==> src/rtl/id_scoreboard_fwd.sv <==
// Decode-stage register hazard unit: ordered forwarding sources plus a per-register in-flight writer scoreboard.
// Define SB_FWD_EN for forwarding; without it the unit is a pure interlock that reads only the regfile.
module id_scoreboard_fwd #(
  parameter int NREG = 32,
  parameter int AW   = 5,
  parameter int DW   = 32,
  parameter int NSRC = 3,
  parameter int CW   = 2
) (
  input  logic                 clk,
  input  logic                 resetn,
  input  logic [1:0]           rs_need,
  input  logic [AW-1:0]        rs1_addr,
  input  logic [AW-1:0]        rs2_addr,
  input  logic [DW-1:0]        rf_rdata1,
  input  logic [DW-1:0]        rf_rdata2,
  input  logic [NSRC-1:0]      src_valid,
  input  logic [NSRC-1:0]      src_we,
  input  logic [NSRC*AW-1:0]   src_waddr,
  input  logic [NSRC-1:0]      src_ready,
  input  logic [NSRC*DW-1:0]   src_wdata,
  input  logic                 dst_we,
  input  logic [AW-1:0]        dst_waddr,
  input  logic                 issue_fire,
  input  logic                 retire_we,
  input  logic [AW-1:0]        retire_waddr,
  input  logic                 flush_all,
  output logic [DW-1:0]        rs1_value,
  output logic [DW-1:0]        rs2_value,
  output logic                 stall,
  output logic                 sb_err
);

  localparam logic [CW-1:0] PEND_MAX = '1;

  logic [CW-1:0] pend     [NREG];
  logic [CW-1:0] pend_nxt [NREG];
  logic          err_set;
  logic          block1;
  logic          block2;
  logic          dst_full;

  // Entry 0 stays zero so the zero register never looks pending.
  always_comb begin : counter_next
    logic inc_hit;
    logic dec_hit;
    err_set     = 1'b0;
    pend_nxt[0] = '0;
    for (int r = 1; r < NREG; r++) begin
      inc_hit     = issue_fire && dst_we && (dst_waddr == AW'(r));
      dec_hit     = retire_we && (retire_waddr == AW'(r));
      pend_nxt[r] = pend[r];
      if (inc_hit && !dec_hit) begin
        if (pend[r] == PEND_MAX) err_set = 1'b1;
        else                     pend_nxt[r] = pend[r] + 1'b1;
      end else if (dec_hit && !inc_hit) begin
        if (pend[r] == '0) err_set = 1'b1;
        else               pend_nxt[r] = pend[r] - 1'b1;
      end
    end
  end

  always_ff @(posedge clk) begin
    if (!resetn) begin
      for (int r = 0; r < NREG; r++) pend[r] <= '0;
      sb_err <= 1'b0;
    end else if (flush_all) begin
      for (int r = 0; r < NREG; r++) pend[r] <= '0;
    end else begin
      pend <= pend_nxt;
      if (err_set) sb_err <= 1'b1;
    end
  end

`ifdef SB_FWD_EN
  typedef struct packed {
    logic          hit;
    logic          ready;
    logic [DW-1:0] data;
  } pick_t;

  // Walk oldest to youngest so the youngest matching source overrides.
  function automatic pick_t pick_src(input logic [AW-1:0] addr);
    pick_t p;
    p = '0;
    for (int i = NSRC - 1; i >= 0; i--) begin
      if (src_valid[i] && src_we[i] && (src_waddr[i*AW +: AW] == addr) && (addr != '0)) begin
        p.hit   = 1'b1;
        p.ready = src_ready[i];
        p.data  = src_wdata[i*DW +: DW];
      end
    end
    return p;
  endfunction

  pick_t pick1;
  pick_t pick2;

  always_comb begin
    pick1     = pick_src(rs1_addr);
    pick2     = pick_src(rs2_addr);
    rs1_value = (rs1_addr == '0) ? '0 : (pick1.hit ? pick1.data : rf_rdata1);
    rs2_value = (rs2_addr == '0) ? '0 : (pick2.hit ? pick2.data : rf_rdata2);
    block1    = rs_need[0] && (rs1_addr != '0) &&
                (pick1.hit ? !pick1.ready : (pend[rs1_addr] != '0));
    block2    = rs_need[1] && (rs2_addr != '0) &&
                (pick2.hit ? !pick2.ready : (pend[rs2_addr] != '0));
  end
`else
  logic unused_src;

  // Without forwarding a pending writer blocks even in its retire cycle.
  always_comb begin
    rs1_value  = rf_rdata1;
    rs2_value  = rf_rdata2;
    block1     = rs_need[0] && (rs1_addr != '0) && (pend[rs1_addr] != '0);
    block2     = rs_need[1] && (rs2_addr != '0) && (pend[rs2_addr] != '0);
    unused_src = ^{src_valid, src_we, src_waddr, src_ready, src_wdata};
  end
`endif

  assign dst_full = dst_we && (dst_waddr != '0) && (pend[dst_waddr] == PEND_MAX);
  assign stall    = block1 || block2 || dst_full;

endmodule

==> config.mk <==
export PLATFORM = sky130hd
export DESIGN_NAME = id_scoreboard_fwd
export DESIGN_NICKNAME = d
export VERILOG_FILES = /design/src/rtl/id_scoreboard_fwd.sv
export SDC_FILE = /design/constraint.sdc
export NUM_CORES = 1
export LEC_CHECK = 0
export ABC_AREA = 1
export BUFFER_PORTS_ARGS = -buffer_cell sky130_fd_sc_hd__buf_2
export CORE_MARGIN = 8
export CORE_UTILIZATION = 54
export CTS_CLUSTER_SIZE = 12
export DETAILED_ROUTE_END_ITERATION = 16
export MAX_ROUTING_LAYER = met4
export PLACE_DENSITY = 0.91
export SYNTH_ARGS = -nofsm -noshare
export SYNTH_HDL_FRONTEND = slang
export SYNTH_SLANG_ARGS = --single-unit
==> constraint.sdc <==
create_clock -name clk -period 4.3 [get_ports clk]
set_input_delay 0.86 -clock clk [delete_from_list [all_inputs] [get_ports clk]]
set_output_delay 0.86 -clock clk [all_outputs]
set_load 0.02 [all_outputs]
==> flow_summary.yaml <==
routing:
  avgRoutedWirePerCell_um: 15.2
  avgViaCountPerCell: 5.48
  remaining_drc_errors: 0
  wl_mm: 21.0
  postRouteAntennaNets: 0
  vias: 7561
  firstDrtPassIters: 6
  dr.first_iter.drc_count: 842
run:
  max-cap-violations: 0
critical_path:
  worstSetupEndpointType: "output port"
  cp_slowest_cell: "inv_1"
  crit_top_cell: "nand2_1"
  critPathTopFamily: "buffers and inverters"
  crit_path_max_fanout: 21
  critical_path_required_ps: 3440
  start_kind: "primary input"
  critPathArrivalTime_ps: 2610
  worst-path-buf-inv: 3
  crit_chain: "buf_2, inv_1, nor2_1, nand2_1, nand3_1, nand2_1, nand2_1, o21ai_1, nand2_1, nand3_1, nand3_1, buf_2"
  critPathMaxStageDelay_ps: 350
  crit_type: "primary input to output port"
global_route:
  grt_overflow: 0
  grt_max_degree: 46
  grt_pass1_vias: 6804
  grt_pass1_wl_mm: 33.2
  grt_usage: 0.259
  antenna_found_initial: 0
timing:
  clock.fmax_ghz: 0.289
  fin_skew_ps: 7.74
  setup_violations: 0
  tns_ps: 0
  rsz0062_at_grt: "no"
  worstMarginPinSlew_ps: 698
  timing.final.crit_share: 0.806
  hold_viol: 0
  hold_ws_ps: 457
  fin_crit_ps: 3470
  fin_ws_ps: 834
  maxSlewHeadroom: 0.534
  drv_slew: 0
cells_and_area:
  diodes: 0
  final_common_cell: "nand2_1"
  final_area_um2: 7110
  seq_area_um2: 1260
  drive_gt1_frac: 0.0480
  fillers: 1272
  finalNonFillerCells: 1380
  area_delta_synth_final_pct: 1.70
  final_nets: 1477
  multi_input_area_um2: 4260
  final_cell_mix: "289 x nand2_1, 232 x inv_1, 213 x nor2_1"
status:
  status: "finished clean"
die:
  core_um2: 12600
  initial_core_util: 0.554
  die_x_um: 130
  dieArea_um2: 16800
  die_height_um: 130
  io_pins: 278
  num_rows: 41
synthesis:
  syn_nets: 1518
  synth-adder-area-share: 0.111
  ys_seq_elements: 63
  synth_enable_flop_cells: 0
  async_reset_ff_frac: 0
  avgSynthCellArea_um2: 5.62
  ys.flop_type: "dfxtp_1"
  synth_cell_type_count: 30
  synth_mux_area_frac: 0
  synth-compound-area-share: 0.144
  post_synth_and_or_nand_nor_area_fraction: 0.354
  synth_xor_area_frac: 0
  synth_area_um2: 6990
  synth_top_family_by_area: "simple AND/OR/NAND/NOR gates"
  ys_seq_area_frac: 0.180
  yosysWarnings: 0
  syn_inst: 1244
placed_design:
  dpl.hpwl_mm: 16.2
  dp_cells: 1364
  placed_cell_area_um2: 6790
  place_worst_setup_slack_ps: 878
  port_buffers: 29
  routabilityCongestion: 1.03
clock_network:
  clock_latency_ps: 350
  clkSinkCount: 63
  cts_made_buffers: 9
  clockBufferDepth: 2
  clk_pin_slew_ps: 60
  holdBufCountCts: 0
  cts_setup_buffers: 0
  cts_resized: 0
  htreeDepth: 3
  cts_root_buf: "clkbuf_16"
  cts_tree: "yes"
hold_path:
  hold_class: "flop to flop"
pwr:
  irDropWorstVdd_uv: 128
  leakagePower_nw: 3.10
  powerDensity_nw_per_um2: 224
## sequential cells by signal, summed over array words and instances, names as in the netlist
| signal | flops |
|---|---|
| sb_err | 1 |
| pend | 62 |
## metal layers
| layer | GRT usage | share of wire | vias to the layer above | wire (µm) |
|---|---|---|---|---|
| met5 | - | 0 | - | 0 |
| met4 | 0.145 | 0.049 | 0 | 1020 |
| met3 | 0.0575 | 0.11 | 81 | 2350 |
| met2 | 0.380 | 0.42 | 419 | 8810 |
| met1 | 0.322 | 0.42 | 3333 | 8760 |
| li1 | - | - | 3728 | - |
## tightest hold or removal path, cell delays in order, from the launching register on
cell and delay [ps]:
dfxtp_1 310, nand2_1 50, nand2_1 50
## cells by family (layout without fill, tap and decap cells)
group / after synthesis / in the layout
and+or+nand+nor: 613 / 613
DFF: 63 / 63
AOI/OAI and AO/OA: 187 / 187
buffers and inverters: 319 / 283
adders and majority gates: 62 / 62
## cell usage after synthesis, types with 9 or more instances
master,n,area share
dfxtp_1,63,0.18
a21oi_1,71,0.051
clkbuf_1,9,0.0048
nand4_1,12,0.011
o21ai_0,82,0.059
buf_4,67,0.072
ha_1,62,0.11
a211oi_1,21,0.023
nor3_1,13,0.0093
inv_1,232,0.12
nand2_1,289,0.16
nand3_1,74,0.053
nor2_1,213,0.11
## area by class of cell
cell class,count,area share
multi-input combinational,862,0.599
inverter,235,0.124
clock inverter,7,0.0137
timing repair buffer,32,0.0236
sequential,63,0.177
tap,172,0.0303
clock buffer,9,0.0317
## final timing paths
check           end          from  slack, ps  cells past startpoint
max reg2reg  sb_err      pend[58]       2690                      8
max           stall  dst_waddr[1]        830                     12
min          sb_err        sb_err        460                      2
min reg2reg  sb_err        sb_err        460                      2
## metrics by stage
stage,power [W],utilization
finish,0.00159,0.563
global route,0.00165,0.563
CTS,0.00159,0.563
detailed placement,0.000789,0.538
global placement,0.000787,0.538
floorplan,0.000813,-
## power by group
part / internal [W] / switching [W]
combinational: 0.0000519 / 0.000140
sequential: 0.000588 / 0.00000391
clock: 0.000508 / 0.000300
Note: power is estimated with default switching activity, not from simulation.
